File: src/rtl/mult_pkg.sv
// Shared types and constants for the radix-8 sequential multiplier controller.
// Holds the FSM state encoding, multiple-register select codes and step-count helper.
package mult_pkg;

  typedef enum logic [2:0] {
    IDLE,
    PRE3,
    PRE5,
    PRE7,
    RUN,
    DONE
  } stateT;

  localparam logic [1:0] PRE_NONE = 2'b00;
  localparam logic [1:0] PRE_3M   = 2'b01;
  localparam logic [1:0] PRE_5M   = 2'b10;
  localparam logic [1:0] PRE_7M   = 2'b11;

  localparam int STEP_W = 4;

  // One step per 3-bit digit, rounding up so a partial top digit still gets a step.
  function automatic int calcNsteps(input int width);
    return (width + 2) / 3;
  endfunction

endpackage

File: src/rtl/mult_digit_shifter.sv
// Loadable right shift register that presents the multiplier 3 bits at a time, LSB first.
// Load wins over Shift; Digit is the registered low digit, valid the cycle after Load/Shift.
module mult_digit_shifter #(
  parameter int W = 33
) (
  input  logic         Clk,
  input  logic         Reset,
  input  logic         Load,
  input  logic         Shift,
  input  logic [W-1:0] D,
  output logic [2:0]   Digit
);

  logic [W-1:0] shReg;

  always_ff @(posedge Clk or posedge Reset) begin
    if (Reset) begin
      shReg <= '0;
    end else if (Load) begin
      shReg <= D;
    end else if (Shift) begin
      shReg <= shReg >> 3;
    end
  end

  assign Digit = shReg[2:0];

endmodule

File: src/rtl/mult_seq_controller.sv
// Sequencer for the radix-8 multiplier: three precompute cycles (3M/5M/7M) then one RUN step per digit.
// Start accepted only in IDLE; Busy spans cycles 1..3+NSTEPS, Done pulses in cycle 4+NSTEPS; no Start queuing.
module mult_seq_controller
  import mult_pkg::*;
#(
  parameter int WIDTH = 32
) (
  input  logic              Clk,
  input  logic              Reset,
  input  logic              Start,
  input  logic [WIDTH-1:0]  Multiplier,
  output logic              Busy,
  output logic              Done,
  output logic [2:0]        MuxSel,
  output logic              PreWrEn,
  output logic [1:0]        PreSel,
  output logic              AccClr,
  output logic              AccEn,
  output logic              ShiftEn,
  output logic [STEP_W-1:0] StepCnt
);

  localparam int                NSTEPS = calcNsteps(WIDTH);
  localparam int                SH_W   = 3 * NSTEPS;
  localparam logic [STEP_W-1:0] LAST   = STEP_W'(NSTEPS - 1);

  stateT             state;
  stateT             stateNxt;
  logic [STEP_W-1:0] stepCnt;
  logic [2:0]        digit;
  logic              accept;

  assign accept = (state == IDLE) && Start;

  // Zero-extension pads the top digit so bits above WIDTH read as 0.
  mult_digit_shifter #(
    .W (SH_W)
  ) uShifter (
    .Clk   (Clk),
    .Reset (Reset),
    .Load  (accept),
    .Shift (state == RUN),
    .D     (SH_W'(Multiplier)),
    .Digit (digit)
  );

  always_ff @(posedge Clk or posedge Reset) begin
    if (Reset) begin
      state   <= IDLE;
      stepCnt <= '0;
    end else begin
      state <= stateNxt;
      if (state == RUN && stepCnt != LAST) begin
        stepCnt <= stepCnt + 1'b1;
      end else begin
        stepCnt <= '0;
      end
    end
  end

  always_comb begin
    stateNxt = state;
    Busy     = 1'b0;
    Done     = 1'b0;
    MuxSel   = 3'd0;
    PreWrEn  = 1'b0;
    PreSel   = PRE_NONE;
    AccClr   = 1'b0;
    AccEn    = 1'b0;
    ShiftEn  = 1'b0;
    StepCnt  = '0;
    case (state)
      IDLE: begin
        if (Start) stateNxt = PRE3;
      end
      PRE3: begin
        Busy     = 1'b1;
        PreWrEn  = 1'b1;
        PreSel   = PRE_3M;
        AccClr   = 1'b1;
        stateNxt = PRE5;
      end
      PRE5: begin
        Busy     = 1'b1;
        PreWrEn  = 1'b1;
        PreSel   = PRE_5M;
        stateNxt = PRE7;
      end
      PRE7: begin
        Busy     = 1'b1;
        PreWrEn  = 1'b1;
        PreSel   = PRE_7M;
        stateNxt = RUN;
      end
      RUN: begin
        Busy    = 1'b1;
        AccEn   = 1'b1;
        ShiftEn = 1'b1;
        MuxSel  = digit;
        StepCnt = stepCnt;
        if (stepCnt == LAST) stateNxt = DONE;
      end
      DONE: begin
        Done     = 1'b1;
        stateNxt = IDLE;
      end
      default: stateNxt = IDLE;
    endcase
  end

endmodule

File: config.mk
export PLATFORM = sky130hd
export DESIGN_NAME = mult_seq_controller
export DESIGN_NICKNAME = d
export VERILOG_FILES = /design/src/rtl/mult_pkg.sv /design/src/rtl/mult_digit_shifter.sv /design/src/rtl/mult_seq_controller.sv
export SDC_FILE = /design/constraint.sdc
export NUM_CORES = 1
export LEC_CHECK = 0
export CORE_ASPECT_RATIO = 0.5
export CORE_MARGIN = 2
export CORE_UTILIZATION = 30
export CTS_BUF_LIST = sky130_fd_sc_hd__clkbuf_16
export CTS_CLUSTER_SIZE = 8
export DETAILED_ROUTE_END_ITERATION = 12
export PLACE_DENSITY_LB_ADDON = 0.3
export SLEW_MARGIN = 5
export SYNTH_ARGS = -nofsm -noshare
export SYNTH_HDL_FRONTEND = slang
export SYNTH_HIERARCHICAL = 1
export SYNTH_SLANG_ARGS = --single-unit
File: constraint.sdc
create_clock -name Clk -period 1.8 [get_ports Clk]
set_input_delay 0.18 -clock Clk [delete_from_list [all_inputs] [get_ports Clk]]
set_output_delay 0.18 -clock Clk [all_outputs]
set_load 0.02 [all_outputs]
# After elaboration in Yosys (flattened, before gate mapping)
# Cells that the tools add are included.
# totals
input_bits	35
register_bits	40
output_inout_bits	15
# classes
n_eq_ne	9
reduce_logical	7
n_addsub	1
n_mux	14
# op_table
op	n
33-bit 2-to-1 mux	2
3-bit case mux with 5 select lines	1
3-bit 2-to-1 mux	3
4-bit 2-to-1 mux	2
3-bit by 2-bit equality test with 1-bit output, second input constant	2
3-bit equality test, second input constant	2
2-bit case mux with 3 select lines	1
1-bit 2-to-1 mux	5
4-bit by 1-bit adder with 4-bit output, second input constant	1
4-bit equality test, second input constant	1
2-bit != test, second input constant	2
4-bit != test, second input constant	1
4-bit OR reduction	1
3-bit by 1-bit equality test with 1-bit output, second input constant	1
3-bit zero test	1
3-bit OR reduction	1
1-bit logical AND	2
2-bit AND reduction	1
2-bit nonzero test	1

# Longest topological paths before layout
# Gate-level depths: netlist of the first run.
# depth
depth_word	3
depth_mapped	6
depth_no_buf	5

# Modules after synthesis
# The synthesis of the first run kept the hierarchy.
# modules_own_cells
mod	seq_area_each_um2	cells_per_inst	n_inst	area_per_inst_um2
mult_digit_shifter	825.8	147	1	1564.0
mult_seq_controller	175.2	46	1	441.7

# Worst setup path after synthesis of the first run
# No wires, ideal clock.
# synth_timing
path_kind	flip-flop to flip-flop
start	register state[1]
end	register uShifter.shReg[0]
slack_ns	0.116
stages_incl_launch_ff	7
n_path_buf	3
t_required_ns	1.668
arrival_time_ns	1.552
setup_ns	0.132
period_less_slack_ns	1.684
path_cell_list	dfrtp_1 buf_2 nor3b_4 buf_6 buf_12 mux2i_1 o21ai_1
# synth_via
elab_chain_cells	3
word_cells_on_any_way	5
classes_between	1 x eq/ne; 1 x mux; 3 x reduce/logical
# synth_lines
element	line	source
from (decl)	mult_seq_controller.sv:27	stateT state;
from (signal assigned)	mult_seq_controller.sv:52	state <= stateNxt;
3-bit zero test	mult_seq_controller.sv:33	assign accept = (state == IDLE) && Start;
1-bit logical AND	mult_seq_controller.sv:33	
33-bit 2-to-1 mux / 2-bit nonzero test (equally long branches)	--	
to (signal assigned)	mult_digit_shifter.sv:22	shReg <= shReg >> 3;
to (decl)	mult_digit_shifter.sv:14	logic [W-1:0] shReg;
# Several ways; a longest one is shown, not always the timed one.
# A chain may end at the register's enable or synchronous reset.

# Final worst setup path of the first run
# layout_timing
start	register state[1]
end	output port ShiftEn
# layout_via
elab_chain_cells	2
# layout_lines
element	line	source
3-bit equality test	mult_seq_controller.sv:72	case (state)
1-bit 2-to-1 mux	mult_seq_controller.sv:72	
to (decl)	mult_seq_controller.sv:19	output logic ShiftEn,
# Every way passes these cells.

==> results of run 1 <==
==> cell usage in the layout (no fill, tap or decap), types with 6 or more instances in the layout <==
| master | n |
|---|---|
| o21ai_1 | 27 |
| buf_4 | 9 |
| mux2i_1 | 30 |
| nand2_1 | 34 |
| and2_1 | 7 |
| o21ai_0 | 6 |
| nor2_1 | 7 |
| clkbuf_2 | 8 |
| dfrtp_1 | 39 |
| clkdlybuf4s50_1 | 34 |
==> worst paths after layout <==
kind / start / slack [ns] / endpoint
max: state[1]$_DFFE_PP0P_ / 0.16 / ShiftEn
min: Reset / 0.18 / state[0]$_DFFE_PP0P_
max reg2reg: state[1]$_DFFE_PP0P_ / 0.17 / uShifter/shReg[31]$_DFFE_PP0P_
max in group asynchronous: Reset / 1.17 / uShifter/shReg[25]$_DFFE_PP0P_
min reg2reg: stepCnt[0]$_DFF_PP0_ / 0.53 / stepCnt[0]$_DFF_PP0_
min in group Clk: Multiplier[26] / 0.45 / uShifter/shReg[26]$_DFFE_PP0P_
==> flip-flops by register name (all words and copies together) (netlist names) <==
name	flops
uShifter/shReg	33
stepCnt	4
state	3
==> cells in the mapped netlist, drive strengths merged <==
master  instances  share of area, %
dfrtp          40                50
nand2          34               6.4
o21ai          34               8.7
mux2i          30                15
buf            16               7.5
and2            7               2.2
nor2            7               1.3
inv             3              0.56
nand2b          3              0.94
clkbuf          2              0.37
ha              2               1.2
nor2b           2              0.62
nor3b           2               1.3
xnor2           2              0.87
a21o            1              0.37
a21oi           1              0.25
and3b           1              0.44
conb            1              0.19
nand3           1              0.25
nor4b           1              0.44
o311a           1              0.50
or2             1              0.31
xor2            1              0.44
==> critical path: cells and delay by family, from the launching register on <==
kind / cells / cell delay [ns]
buffers and inverters: 2 / 0.53
DFF: 1 / 0.46
and+or+nand+nor: 1 / 0.20
==> kinds of logic after synthesis <==
| logic type | after synthesis | share of synthesized area, % |
|---|---|---|
| xor+xnor | 3 | 1.31 |
| flops | 40 | 49.9 |
| other cells | 1 | 0.187 |
| mux | 30 | 15.0 |
| compound gates | 37 | 9.79 |
| simple gates | 59 | 14.2 |
| fa+ha+maj | 2 | 1.25 |
| buf+inv | 21 | 8.42 |
==> through the flow <==
stage	setup WS, ns	power [µW]
detailed placement	0.0131	3110
global placement	0.0561	3040
global route	0.0471	4160
finish	0.155	3830
CTS	0.00822	3910
floorplan	0.116	2690
==> report_power, final <==
group / internal [µW] / switching [µW] / leakage [µW]
registers: 1300 / 240 / 0.000501
logic: 716 / 761 / 0.000575
clock network: 498 / 314 / 0.0000738
total: 2520 / 1320 / 0.00115
==> repair_timing <==
| item | 4_1_cts | 5_1_grt |
|---|---|---|
| endpoints found under the setup margin | 11 | 12 |
| hold buffers | 0 | 0 |
| resized for setup | 13 | 19 |
==> cell type report <==
| type | count | area (µm²) |
|---|---|---|
| fillers | 647 | 3610 |
| flip-flops and latches | 40 | 1000 |
| multi-input cells | 132 | 842 |
| repair buffers | 59 | 544 |
| clock buffers | 5 | 125 |
| well taps | 88 | 110 |
| clock inverters | 3 | 11.3 |
| inverters | 3 | 11.3 |
==> routing by layer <==
metal	vias up	track usage, %
met3	2	3.01
met2	25	18.5
li1	737	-
met1	672	14.4
met5	-	0
met4	0	4.03
==> impl_metrics.toml, run 1 <==
[run_status]
outcome = "completed"

[global_routing]
track_usage_pct = 11.1
grt_overflow = 0
grt_pass1_vias = 1358
grt_max_degree = 43
antenna_found_initial = 0
grt_pass1_wl_um = 6400

[detailed_routing]
dr_total_vias = 1436
dr_wl_met3_um = 128
detail-route-antenna-nets = 0
drt_iter0_drc = 84
routed.top_layer = "met4"
wl_per_cell_um = 11.7
wl_met2_um = 1760
drt_first_pass_iters = 4
via_per_inst = 4.35
drc = 0
met1_length_um = 1940
drt_wl_total_um = 3860

[timing]
drv_slew = 0
rsz0062_at_grt = "no"
fin_skew_ns = 0.000975
setup_viol = 0
clock.fmax_mhz = 608
finalHoldViolCount = 0
tns_ns = 0
period_minus_slack_ns = 1.64
period_share_pct = 91.4
hold_ws_ns = 0.178

[placement]
hpwl_um = 2680
placed_area_um2 = 2540
gp_congestion = 0.733
dp_cells = 322
port_buffers = 49

[clock_network]
cts.htree.levels = 2
cts_buffer_depth = 2
clk_pin_slew_worst_paths_ns = 0.05
clockRootBuffer = "clkbuf_16"
insertion_delay_ns = 0.27
cts_tree = "built"
cts_buffers = 5
cts.sinks = 40
post_cts_buffers = 0

[synthesis]
syn_inst = 193
ys_types = 29
yosys_warnings = 6
synth.yosys.seq_area_share_pct = 49.9
synth-seq-cells = 40
syn-mean-instance-area_um2 = 10.4
netlist_area_um2 = 2010
syn_nets = 230

[min_path]
hold_path_class = "input port to asynchronous set/reset pin"

[power_and_ir_drop]
p_per_area_nw_per_um2 = 1450
leakagePower_uw = 0.00115
ir_worst_vdd_mv = 0.467

[setup_path]
startpoint_type = "flop"
slowest_stage = "dfrtp_2"
critPathMaxStageDelay_ns = 0.46
reg2reg_depth = 5
path_cells = "nor3b_4 > buf_4 > dlygate4sd2_1"
path_class = "flop to output port"
end_kind = "output port"
worstPathArrival_ns = 1.46
critPathRequiredTime_ns = 1.62
cp_max_fo = 10

[floorplanning]
die_w_um = 120
dieArea_um2 = 7400
start_util_pct = 32.1
rows = 20
core_um2 = 6260
fp.dieH_um = 61.8
io_pins = 50

[final_layout]
fin_cells = 330
final_area_um2 = 2650
antenna_cells = 0
final_nets = 278
syn_to_final_growth_pct = 31.9
drive_gt1_share_pct = 11.2
utilization_pct = 42.3

[job]
drv_cap = 0
Note: power is estimated with default switching activity, not from simulation.
==> inputs of run 2 (changes only) <==
GPL_TIMING_DRIVEN = 0   (was default)
MAX_ROUTING_LAYER = met4   (was default)
SETUP_SLACK_MARGIN = 0.02   (was default)
==> run 2 against run 1 <==
  * Cell count is 3.9% higher
  * Core utilization up 1.9 points
  * Count of clock-buffer cells in the layout did not move
  * Register-to-register slack worse by 0.07 ns
  * Global-route usage rose by 1.4 points
  * Largest cell class unchanged
  * Critical endpoint is now Busy
  * Flip-flop and latch count unchanged
  * Design area increased by 4.4%
  * First-iteration DRC count rose by 1.2%
  * Non-clock buffer count rose by 13
  * Via count rose by 7.9%
  * Sequential power hardly changed
  * Power rose by 6.5%
==> impl_metrics.toml, run 2 (synthesis results as in run 1) <==
[final_layout]
syn_to_final_growth_pct = 37.7
mostFrequentLayoutCell = "dfrtp_1"
fillers = 612
drive_gt1_share_pct = 16.5
final_nets = 291
top_regs = "uShifter/shReg x33, stepCnt x4, state x3"
antenna_cells = 0
largest_reg_flops = 33
final_area_um2 = 2760
top_register = "uShifter/shReg"
layout_common_cells = "dfrtp_1, clkdlybuf4s50_1, nand2_1"

[power_and_ir_drop]
pwr-share-comb_pct = 42.5
leakagePower_uw = 0.00118
p_sw_share_pct = 34.3
ir_worst_vdd_mv = 0.425
p_per_area_nw_per_um2 = 1480
power.switching_uw = 1400
seqPwrFrac_pct = 37.1
finalPower_uw = 4080
clkPwrFrac_pct = 20.5
internal_power_uw = 2680

[timing]
period_minus_slack_ns = 1.74
clock.fmax_mhz = 575
period_share_pct = 96.7
setup_ws_ns = 0.0599
fin_skew_ns = 0.00252
drv_slew = 0
setup_viol = 0
rsz0062_at_grt = "yes"
tightest_slew_ns = 0.688
hold_ws_ns = 0.197
finalHoldViolCount = 0
slew_headroom_pct = 54.1
tns_ns = 0

[clock_network]
cts_buffers = 5
clk_pin_slew_worst_paths_ns = 0.06
insertion_delay_ns = 0.28
cts_tree = "built"
cts.htree.levels = 2
clockRootBuffer = "clkbuf_16"
cts.sinks = 40
cts_hold_buf = 0
cts_buffer_depth = 2

[setup_path]
slowest_stage = "dfrtp_1"
critPathMaxStageDelay_ns = 0.38
critical_path.top_delay_family = "flip-flops"
r2r_slack_ns = 0.10
end_kind = "output port"
cp_max_fo = 8
reg2reg_depth = 8
reg2reg_to = "uShifter/shReg[19]$_DFFE_PP0P_"
crit_top_cell = "buf_6"
path_class = "flop to output port"
reg2reg_from = "state[1]$_DFFE_PP0P_"
path_cells = "buf_6 > nor3b_4 > buf_6 > a21o_1 > or2_1 > buf_6"
worstPathArrival_ns = 1.56
critPathRequiredTime_ns = 1.62
path_buf_inv = 3
startpoint_type = "flop"

[floorplanning]
io_pins = 50
rows = 20
core_um2 = 6260
start_util_pct = 32.1
fp.dieH_um = 61.8
die_w_um = 120
dieArea_um2 = 7400

[detailed_routing]
via_per_inst = 4.52
drc = 0
drt_iter0_drc = 85
dr_total_vias = 1549
detail-route-antenna-nets = 0
wl_per_cell_um = 12.1
drt_wl_total_um = 4150
drt_first_pass_iters = 4

[job]
drv_cap = 0

[global_routing]
antenna_found_initial = 0
grt_pass1_vias = 1539
grt_overflow = 0
track_usage_pct = 12.5
grt_pass1_wl_um = 6780
grt_max_degree = 34

[placement]
hpwl_um = 3030
preCtsSetupSlack_ns = -0.229
gp_congestion = 0.718
placed_area_um2 = 2610
port_buffers = 49

[min_path]
hold_path_class = "input port to asynchronous set/reset pin"

[run_status]
outcome = "completed"
==> run 2: cell count changes in the layout (fill, tap and decap cells not counted), sizes merged <==
cell	previous run	this run
clkinv	1	3
clkdlybuf4s50	34	36
dlygate4sd2	3	4
inv	5	3
clkbuf	13	8
buf	10	29
dlymetal6s2s	4	0
==> run 2: routing by layer <==
layer | routed length, µm | global-route usage [%] | up-vias | part of all wire [%]
met3 | 195 | 3.19 | 10 | 4.7
met1 | 1900 | 14.1 | 736 | 46
li1 | - | - | 766 | -
met4 | 94 | 6.72 | 0 | 2.3
met2 | 1960 | 21.5 | 37 | 47
met5 | 0 | - | - | 0
==> run 2: area by class of cell <==
type	instances	area, µm²	area share [%]
multi-input cells	132	846	30.6
repair buffers	54	492	17.8
well taps	88	110	3.99
inverters	3	11.3	0.408
clock buffers	5	125	4.53
clock inverters	3	13.8	0.498
flip-flops and latches	40	1000	36.2
plain buffers	18	164	5.93
==> run 2: power by group through the flow <==
stage | Sequential [µW] | Clock (µW) | Combinational [µW]
finish | 1510 | 835 | 1730
global route | 1560 | 910 | 1920
CTS | 1510 | 861 | 1680
detailed placement | 1520 | 0 | 1710
global placement | 1500 | 0 | 1640
floorplan | 1460 | 0 | 1240
==> run 2: through the flow <==
| step | utilization (%) | instances |
|---|---|---|
| floorplan | - | 193 |
| global placement | 41.7 | 330 |
| detailed placement | 41.7 | 330 |
| CTS | 44.2 | 341 |
| global route | 44.2 | 343 |
| finish | 44.2 | 343 |
==> run 2: how the worst max path moves through the flow <==
stage | end | slack [ns] | from | depth (start not counted)
2_1_floorplan | uShifter/shReg[0]$_DFFE_PP0P_ | 0.12 | state[1]$_DFFE_PP0P_ | 6
3_3_place_gp | Busy | -0.20 | state[1]$_DFFE_PP0P_ | 5
3_5_place_dp | Busy | -0.23 | state[1]$_DFFE_PP0P_ | 5
4_1_cts | Busy | 0.001 | state[2]$_DFFE_PP0P_ | 6
5_1_grt | Busy | 0.01 | state[2]$_DFFE_PP0P_ | 6
6_report | Busy | 0.06 | state[2]$_DFFE_PP0P_ | 6
==> run 2: worst register-to-register path, stage by stage (launching register included) <==
cell	delay [ns]
dfrtp_1	0.36
buf_4	0.17
nor3b_4	0.23
buf_6	0.14
buf_4	0.10
buf_6	0.14
buf_12	0.15
mux2i_1	0.20
o21ai_1	0.08
==> run 2: what timing repair did <==
item,CTS,global route
pin swaps,1,1
gates resized for setup,31,17
buffers inserted,3,2
endpoints found under the setup margin,40,42
==> inputs of run 3 (changes only) <==
clock period = 2.2 ns   (was 1.8 ns; I/O delays follow)
==> run 3 against run 2 <==
  * Setup slack improved by 0.14 ns
  * Critical path type unchanged
  * Non-clock buffer count down 2
  * Power down 19%
  * Critical path depth is 2 lower
  * Via count fell by 0.32%
  * Register-to-register slack better by 0.36 ns
  * Count of clock-buffer cells in the layout stayed put
  * Flip-flop and latch count stayed put
  * Sequential share of layout area shrank 0.31 points
  * Highest routed layer unchanged
==> impl_metrics.toml, run 3 (synthesis results as in run 1) <==
[final_layout]
layout_common_cells = "clkdlybuf4s50_1, dfrtp_1, nand2_1"
final_nets = 289
top_register = "uShifter/shReg"
top_regs = "uShifter/shReg x33, stepCnt x4, state x3"
drive_gt1_share_pct = 11.5
antenna_cells = 0
largest_reg_flops = 33
fin_cells = 341
syn_to_final_growth_pct = 38.9

[power_and_ir_drop]
p_per_area_nw_per_um2 = 1180
ir_worst_vdd_mv = 0.347
leakagePower_uw = 0.00128

[floorplanning]
io_pins = 50
start_util_pct = 32.1
fp.dieH_um = 61.8
dieArea_um2 = 7400
die_w_um = 120
rows = 20
core_um2 = 6260

[setup_path]
reg2reg_from = "state[1]$_DFFE_PP0P_"
startpoint_type = "flop"
worstPathArrival_ns = 1.78
cp_max_fo = 9
path_class = "flop to output port"
critPathMaxStageDelay_ns = 0.60
path_cells = "buf_2 > nor3b_4 > buf_4 > clkdlybuf4s50_1"
r2r_slack_ns = 0.46
reg2reg_to = "uShifter/shReg[17]$_DFFE_PP0P_"
end_kind = "output port"
slowest_stage = "clkdlybuf4s50_1"
reg2reg_depth = 6
critPathRequiredTime_ns = 1.98

[placement]
port_buffers = 49
dp_cells = 330
gp_congestion = 0.718
hpwl_um = 3030

[clock_network]
cts.sinks = 40
insertion_delay_ns = 0.28
cts_buffers = 5
cts.htree.levels = 2
clockRootBuffer = "clkbuf_16"
cts_buffer_depth = 2
cts_hold_buf = 0
cts_tree = "built"
clk_pin_slew_worst_paths_ns = 0.06

[detailed_routing]
drt_wl_total_um = 4160
drt_first_pass_iters = 4
wl_per_cell_um = 12.2
detail-route-antenna-nets = 0
drt_iter0_drc = 67
drc = 0
dr_total_vias = 1544
via_per_inst = 4.53

[min_path]
hold_path_class = "input port to asynchronous set/reset pin"

[timing]
setup_viol = 0
tns_ns = 0
fin_skew_ns = 0.00306
rsz0062_at_grt = "no"
finalHoldViolCount = 0
tightest_slew_ns = 0.687
clock.fmax_mhz = 501
slew_headroom_pct = 54.1
drv_slew = 0
period_share_pct = 90.8
period_minus_slack_ns = 2.00

[job]
drv_cap = 0

[global_routing]
grt_max_degree = 34
antenna_found_initial = 0
track_usage_pct = 12.5
grt_pass1_vias = 1540
grt_overflow = 0
grt_pass1_wl_um = 6780

[run_status]
outcome = "completed"
run 3: cell types whose count changed in the layout (fill, tap and decap cells not counted):
| cell | change |
|---|---|
| nor4b_2 | -1 |
| mux2i_2 | -1 |
| clkbuf_2 | -1 |
| dlygate4sd2_1 | -3 |
| clkdlybuf4s50_1 | +4 |
| buf_2 | -6 |
| mux2i_1 | +1 |
| buf_6 | -4 |
| nor4b_1 | +1 |
| dlymetal6s2s_1 | +8 |
run 3: routing by layer:
| layer | up-vias | part of all wire, % | wire, µm | GRT usage, % |
|---|---|---|---|---|
| met4 | 0 | 2.3 | 94 | 6.72 |
| li1 | 765 | - | - | - |
| met2 | 33 | 47 | 1980 | 21.5 |
| met5 | - | 0 | 0 | - |
| met1 | 736 | 46 | 1930 | 14.1 |
| met3 | 10 | 4.0 | 167 | 3.19 |
run 3: layout make-up:
type | count | area [µm²]
inverter | 3 | 11.3
buffer | 18 | 158
multi-input combinational | 132 | 836
tap | 88 | 110
timing repair buffer | 52 | 532
sequential | 40 | 1000
clock buffer | 5 | 125
clock inverter | 3 | 13.8
fill | 605 | 3470
run 3: where the power goes:
| group | switching (µW) | internal, µW |
|---|---|---|
| clock | 275 | 411 |
| combinational | 690 | 692 |
| sequential | 169 | 1070 |
| total | 1130 | 2170 |
run 3: worst max-delay path: cells and delay by family (launching register included):
family                 cells  cell delay, ns
and+or+nand+nor            1            0.22
buffers and inverters      3            0.93
DFF                        1            0.35
run 3: per-stage QoR:
step	worst slack [ns]	util, %	area [µm²]	hold WS (ns)	total power, µW
2_1_floorplan	0.516	-	2010	0.0234	2200
3_3_place_gp	0.160	41.7	2610	0.485	2570
3_5_place_dp	0.131	41.7	2610	0.507	2640
4_1_cts	0.0421	44.2	2770	0.224	3340
5_1_grt	0.136	44.5	2790	0.262	3550
6_report	0.203	44.5	2790	0.236	3300
run 3: worst max path at each step:
stage | startpoint | to | slack [ns]
CTS | state[1]$_DFFE_PP0P_ | StepCnt[3] | 0.04
global route | state[2]$_DFFE_PP0P_ | Busy | 0.14
floorplan | state[1]$_DFFE_PP0P_ | uShifter/shReg[0]$_DFFE_PP0P_ | 0.52
global placement | state[1]$_DFFE_PP0P_ | Busy | 0.16
detailed placement | state[1]$_DFFE_PP0P_ | Busy | 0.13
finish | state[1]$_DFFE_PP0P_ | AccEn | 0.20
run 3: what timing repair did:
action                     CTS  global route
resized for setup            1             8
buffers inserted             3             0
setup endpoints to repair   10             8
gates cloned                 0             0
pin swaps                    1             0
==> RTL change 1 (settings of run 1) <==
Change the package constant `STEP_W` from 4 to 3.
--- a/src/rtl/mult_pkg.sv
+++ b/src/rtl/mult_pkg.sv
@@ -16,7 +16,7 @@
   localparam logic [1:0] PRE_5M   = 2'b10;
   localparam logic [1:0] PRE_7M   = 2'b11;
 
-  localparam int STEP_W = 4;
+  localparam int STEP_W = 3;
 
   // One step per 3-bit digit, rounding up so a partial top digit still gets a step.
   function automatic int calcNsteps(input int width);
Ports: changed (resized StepCnt); port bits go from 50 to 49. The function was not compared with the original's and may differ.
==> RTL change 1 against run 1 <==
Wire length decreased by 2.9%; via count decreased by 1.4%; global-route usage decreased by 0.16 points; core utilization decreased by 0.61 points; synthesized cell count decreased by 1.6%; area after synthesis decreased by 1.9%; sequential cell count decreased by 1; total power decreased by 2.1%; setup slack got worse by 0.098 ns; fmax decreased by 5.6%; final area decreased by 2.2%; highest routed layer unchanged.
==> RTL change 1: results (changes against run 1) <==
| Metric | Value |
|---|---|
| Met2 GRT Util | 17.8% (-0.69 points) |
| Arr. time, crit path | 1.56 ns (+0.10 ns) |
| Layout net count | 273 (-1.8%) |
| Synth cell count leaders | dfrtp_1 (39), nand2_1 (33), mux2i_1 (30), o21ai_1 (27), o21ai_0 (6) |
| First-pass GRT wire length | 6190 µm (-3.2%) |
| DR WL met2 | 1620 µm (-8.0%) |
| R2R cell count | 5 (unchanged) |
| Metal3 WL | 159 µm (+24%) |
| Gr usage total | 11.0% (-0.16 points) |
| Sequential share of the synthesized area | 49.6% (-0.29 points) |
| CTS Root Cell | clkbuf_16 |
| Non-filler cells, final | 325 (-1.5%) |
| Placed Cells | 317 (-1.6%) |
| Reg2reg start | state[0] |
| Registers with the most flip-flops | uShifter/shReg (33), state (3), stepCnt (3) |
| CP max FO | 9 (-1) |
| Via density | 4.36 (+0.12%) |
| GR Util met3 | 3.15% (+0.14 points) |
| DP Wirelength | 2670 µm (-0.50%) |
| Worst-Skew Late Latency | 0.28 ns |
| Met1 WL | 1920 µm (-1.2%) |
| Drt initial violations | 68 (-19%) |
| Setup repair bufs after CTS | 0 (unchanged) |
| Max IR drop VDD | 0.383 mV (-18%) |
| Diode count | 0 (unchanged) |
| Leak | 1.10 nW (-4.5%) |
| Startpoint Class | register |
| Top Family by Delay on Critical Path | simple AND/OR/NAND/NOR gates |
| Synth area leaders | dfrtp_1 (50%), mux2i_1 (15%), o21ai_1 (6.9%), nand2_1 (6.3%), buf_12 (3.1%) |
| Worst hold path type | in2async |
| Post-place setup slack | -0.0105 ns (-0.0236 ns) |
| Fillcell total | 636 (-1.7%) |
| Combinational power share | 38.5% (about the same) |
| Max incr delay on CP | 0.43 ns (-0.03 ns) |
| Outcome | complete, no violations |
| Cell Area, Synth | 1970 µm² (-1.9%) |
| Warnings, synthesis | 6 (unchanged) |
| Placer Congestion | 0.738 (+0.70%) |
| Level count of the clock H-tree | 2 (unchanged) |
| GR Util met1 | 14.2% (-0.24 points) |
| Syn Area/Cell | 10.4 µm² (-0.39%) |
| Layout cells sized above 1 | 10.5% (-0.61 points) |
| Critical Path Slowest Stage Cell | or3b_4 |
| Port buffer count | 48 (-2.0%) |
| Number of global-route vias before repair | 1,374 (+1.2%) |
| Routed length per instance | 11.5 µm (-1.4%) |
| Initial antenna violation count | 0 (unchanged) |
| Clock share of power | 21.8% (+0.6 points) |
| P_comb | 1.45 mW |
| Cell Area, Placed | 2470 µm² (-2.8%) |
| Skew final | 0.00211 ns (+0.00114 ns) |
| Unique masters post-synth | 29 (unchanged) |
| Sw Pwr | 1.28 mW (-2.6%) |
| Syn_nets | 227 (-1.3%) |
| Largest net degree at the start of global routing | 35 (-19%) |
| Main synth FF type | dfrtp_1 |
==> RTL change 1: area by class of cell <==
class / instances / share of cell area, %
Tap cell: 88 / 4.26
Clock buffer: 5 / 4.84
Timing Repair Buffer: 57 / 20.2
Sequential cell: 39 / 37.7
Clock inverter: 3 / 0.484
Multi-Input combinational cell: 129 / 31.7
Inverter: 4 / 0.774
==> RTL change 1: worst paths after layout <==
path                                            to  slack [ns]
worst max-delay path                     MuxSel[1]        0.06
worst min-delay path                    stepCnt[0]        0.15
worst max register to register  uShifter/shReg[14]        0.17
worst min register to register          stepCnt[0]        0.48
max in group asynchronous       uShifter/shReg[30]        1.16
min in group Clk                uShifter/shReg[29]        0.45
==> RTL change 1: cells by family (layout without fill, tap and decap cells) <==
| group | count (synthesis) | in the layout | share of synthesized area [%] |
|---|---|---|---|
| AO/OA/AOI/OAI | 36 | 36 | 9.41 |
| XOR/XNOR | 2 | 2 | 0.891 |
| adder cells (fa/ha/maj) | 2 | 2 | 1.27 |
| buffers and inverters | 22 | 69 | 8.97 |
| flip-flops | 39 | 39 | 49.6 |
| multiplexers | 30 | 30 | 15.3 |
| other | 1 | 1 | 0.191 |
| AND/OR/NAND/NOR | 58 | 58 | 14.4 |
==> RTL change 1: metrics by stage <==
step	utilization (%)	hold slack [ns]	total power, mW	TNS (ns)
6_report	41.7	0.154	3.75	0
5_1_grt	41.7	0.194	4.06	0
4_1_cts	42.0	0.158	3.82	0
3_5_place_dp	39.8	0.454	3.01	-0.0468
3_3_place_gp	39.8	0.441	2.95	0
2_1_floorplan	-	-0.0290	2.66	0
==> RTL change 1: repair_timing <==
action,4_1_cts,5_1_grt
hold endpoints to repair,0,0
endpoints found under the setup margin,11,8
resized for setup,22,9
==> RTL change 2 (flow settings as in run 1) <==
Made on the original files. Register the inputs `Start` and `Multiplier` before use, without a reset. The logic sees them one clock later. Comments in the files are not updated.
--- a/src/rtl/mult_seq_controller.sv
+++ b/src/rtl/mult_seq_controller.sv
@@ -24,13 +24,21 @@
   localparam int                SH_W   = 3 * NSTEPS;
   localparam logic [STEP_W-1:0] LAST   = STEP_W'(NSTEPS - 1);
 
+  logic Start_q;
+  logic [WIDTH-1:0] Multiplier_q;
+
+  always_ff @(posedge Clk) begin
+    Start_q      <= Start;
+    Multiplier_q <= Multiplier;
+  end
+
   stateT             state;
   stateT             stateNxt;
   logic [STEP_W-1:0] stepCnt;
   logic [2:0]        digit;
   logic              accept;
 
-  assign accept = (state == IDLE) && Start;
+  assign accept = (state == IDLE) && Start_q;
 
   // Zero-extension pads the top digit so bits above WIDTH read as 0.
   mult_digit_shifter #(
@@ -40,7 +48,7 @@
     .Reset (Reset),
     .Load  (accept),
     .Shift (state == RUN),
-    .D     (SH_W'(Multiplier)),
+    .D     (SH_W'(Multiplier_q)),
     .Digit (digit)
   );
 
@@ -71,7 +79,7 @@
     StepCnt  = '0;
     case (state)
       IDLE: begin
-        if (Start) stateNxt = PRE3;
+        if (Start_q) stateNxt = PRE3;
       end
       PRE3: begin
         Busy     = 1'b1;
Formal check against the unedited RTL: not equivalent (a bounded check fails within 4 cycles, from zero or initial values and one cycle with Reset high).
==> RTL change 2 against run 1 <==
Sequential cell count rose by 33; area after synthesis rose by 33%; setup slack got worse by 0.056 ns; fmax fell by 3.3%; via count rose by 15%; count of clock-buffer cells in the layout rose by 4; total power rose by 45%; sequential share of layout area rose by 9.2 points; clock power rose by 120%; hold slack got worse by 0.046 ns; final area rose by 34%; wire length rose by 17%; core utilization fell by 1.6 points.
==> RTL change 2: results (changes against run 1) <==
| Metric | Value |
|---|---|
| Outcome | complete, no violations |
| Placed Cells | 385 (+20%) |
| Drt total wl | 4520 µm (+17%) |
| Final hold slack | 0.132 ns (-0.0463 ns) |
| Worst-Skew Late Latency | 0.32 ns (+0.05 ns) |
| Post-place setup slack | 0.0217 ns (+0.00857 ns) |
| Leak | 1.47 nW (+28%) |
| Reg2reg start | state[0] |
| Gr usage total | 10.6% (-0.53 points) |
| DP Wirelength | 3130 µm (+17%) |
| Skew final | 0.00456 ns (+0.00359 ns) |
| Critical Path Slowest Stage Cell | dfrtp_1 |
| Syn_nets | 264 (+15%) |
| Via count | 1,656 (+15%) |
| Drt initial violations | 52 (-38%) |
| Clk tree area frac | 8.82% (+3.7 points) |
| Fillcell total | 836 (+29%) |
| Number of non-clock buffers in the layout | 60 (+1.7%) |
| Die span in x | 137 µm (+15%) |
| R2R setup slack | 0.23 ns (+0.06 ns) |
| Max incr delay on CP | 0.40 ns (-0.06 ns) |
| First-pass GRT wire length | 7920 µm (+24%) |
| CP endpoint | Busy |
| Max IR drop VDD | 0.614 mV (+31%) |
| Layout net count | 317 (+14%) |
| Port buffer count | 49 (unchanged) |
| Initial antenna violation count | 0 (unchanged) |
| Sequential share of the synthesized area | 62.4% (+12 points) |
| Cell Area, Placed | 3220 µm² (+27%) |
| Async SR Flop Fraction | 54.8% (-45 points) |
| Fraction of area in registers | 47.1% (+9.2 points) |
| Top Family by Delay on Critical Path | flip-flops |
| Data buffer area share | 15.9% (-4.7 points) |
| Setup WS post-layout | 0.0995 ns (-0.0556 ns) |
| Synth area leaders | dfrtp_1 (38%), dfxtp_1 (25%), mux2i_1 (11%), o21ai_1 (5.1%), nand2_1 (4.9%) |
| Level count of the clock H-tree | 3 (+1) |
| Area of the multi-input gates | 840 µm² (-0.30%) |
| Syn Area/Cell | 11.7 µm² (+13%) |
| Arr. time, crit path | 1.52 ns (+0.06 ns) |
| Synth cell count leaders | dfrtp_1 (40), nand2_1 (35), dfxtp_1 (33), mux2i_1 (30), o21ai_1 (27) |
| Registers with the most flip-flops | uShifter/shReg (33), Multiplier_q (32), stepCnt (4) |
| # clk buffers | 9 (+4) |
| Layout cells sized above 1 | 13.7% (+2.5 points) |
| #MultiIn Comb | 133 (+0.76%) |
| Non-filler cells, final | 402 (+22%) |
| CP max FO | 9 (-1) |
==> RTL change 2: report_power, final <==
| part | total [mW] | switching, mW | leakage [nW] | internal, mW |
|---|---|---|---|---|
| clock network | 1.82 | 0.618 | 0.156 | 1.20 |
| logic | 1.45 | 0.768 | 0.527 | 0.677 |
| registers | 2.30 | 0.240 | 0.783 | 2.06 |
==> RTL change 2: kinds of logic after synthesis <==
kind of cell / after synthesis / synth area share [%]
XOR/XNOR: 3 / 0.987
AND/OR/NAND/NOR: 60 / 10.6
adder cells (fa/ha/maj): 2 / 0.939
flip-flops: 73 / 62.4
AO/OA/AOI/OAI: 37 / 7.37
other: 1 / 0.141
multiplexers: 30 / 11.3
buffers and inverters: 21 / 6.34
==> RTL change 2: per-layer routing <==
metal	global-route usage [%]	part of all wire, %
met5	0	0
met1	12.5	47
met3	3.94	3.2
met2	17.7	48
met4	4.12	1.4
==> RTL change 2: repair_timing <==
action,4_1_cts,5_1_grt
endpoints found under the setup margin,15,8
setup buffers,0,1
gates resized for setup,33,4
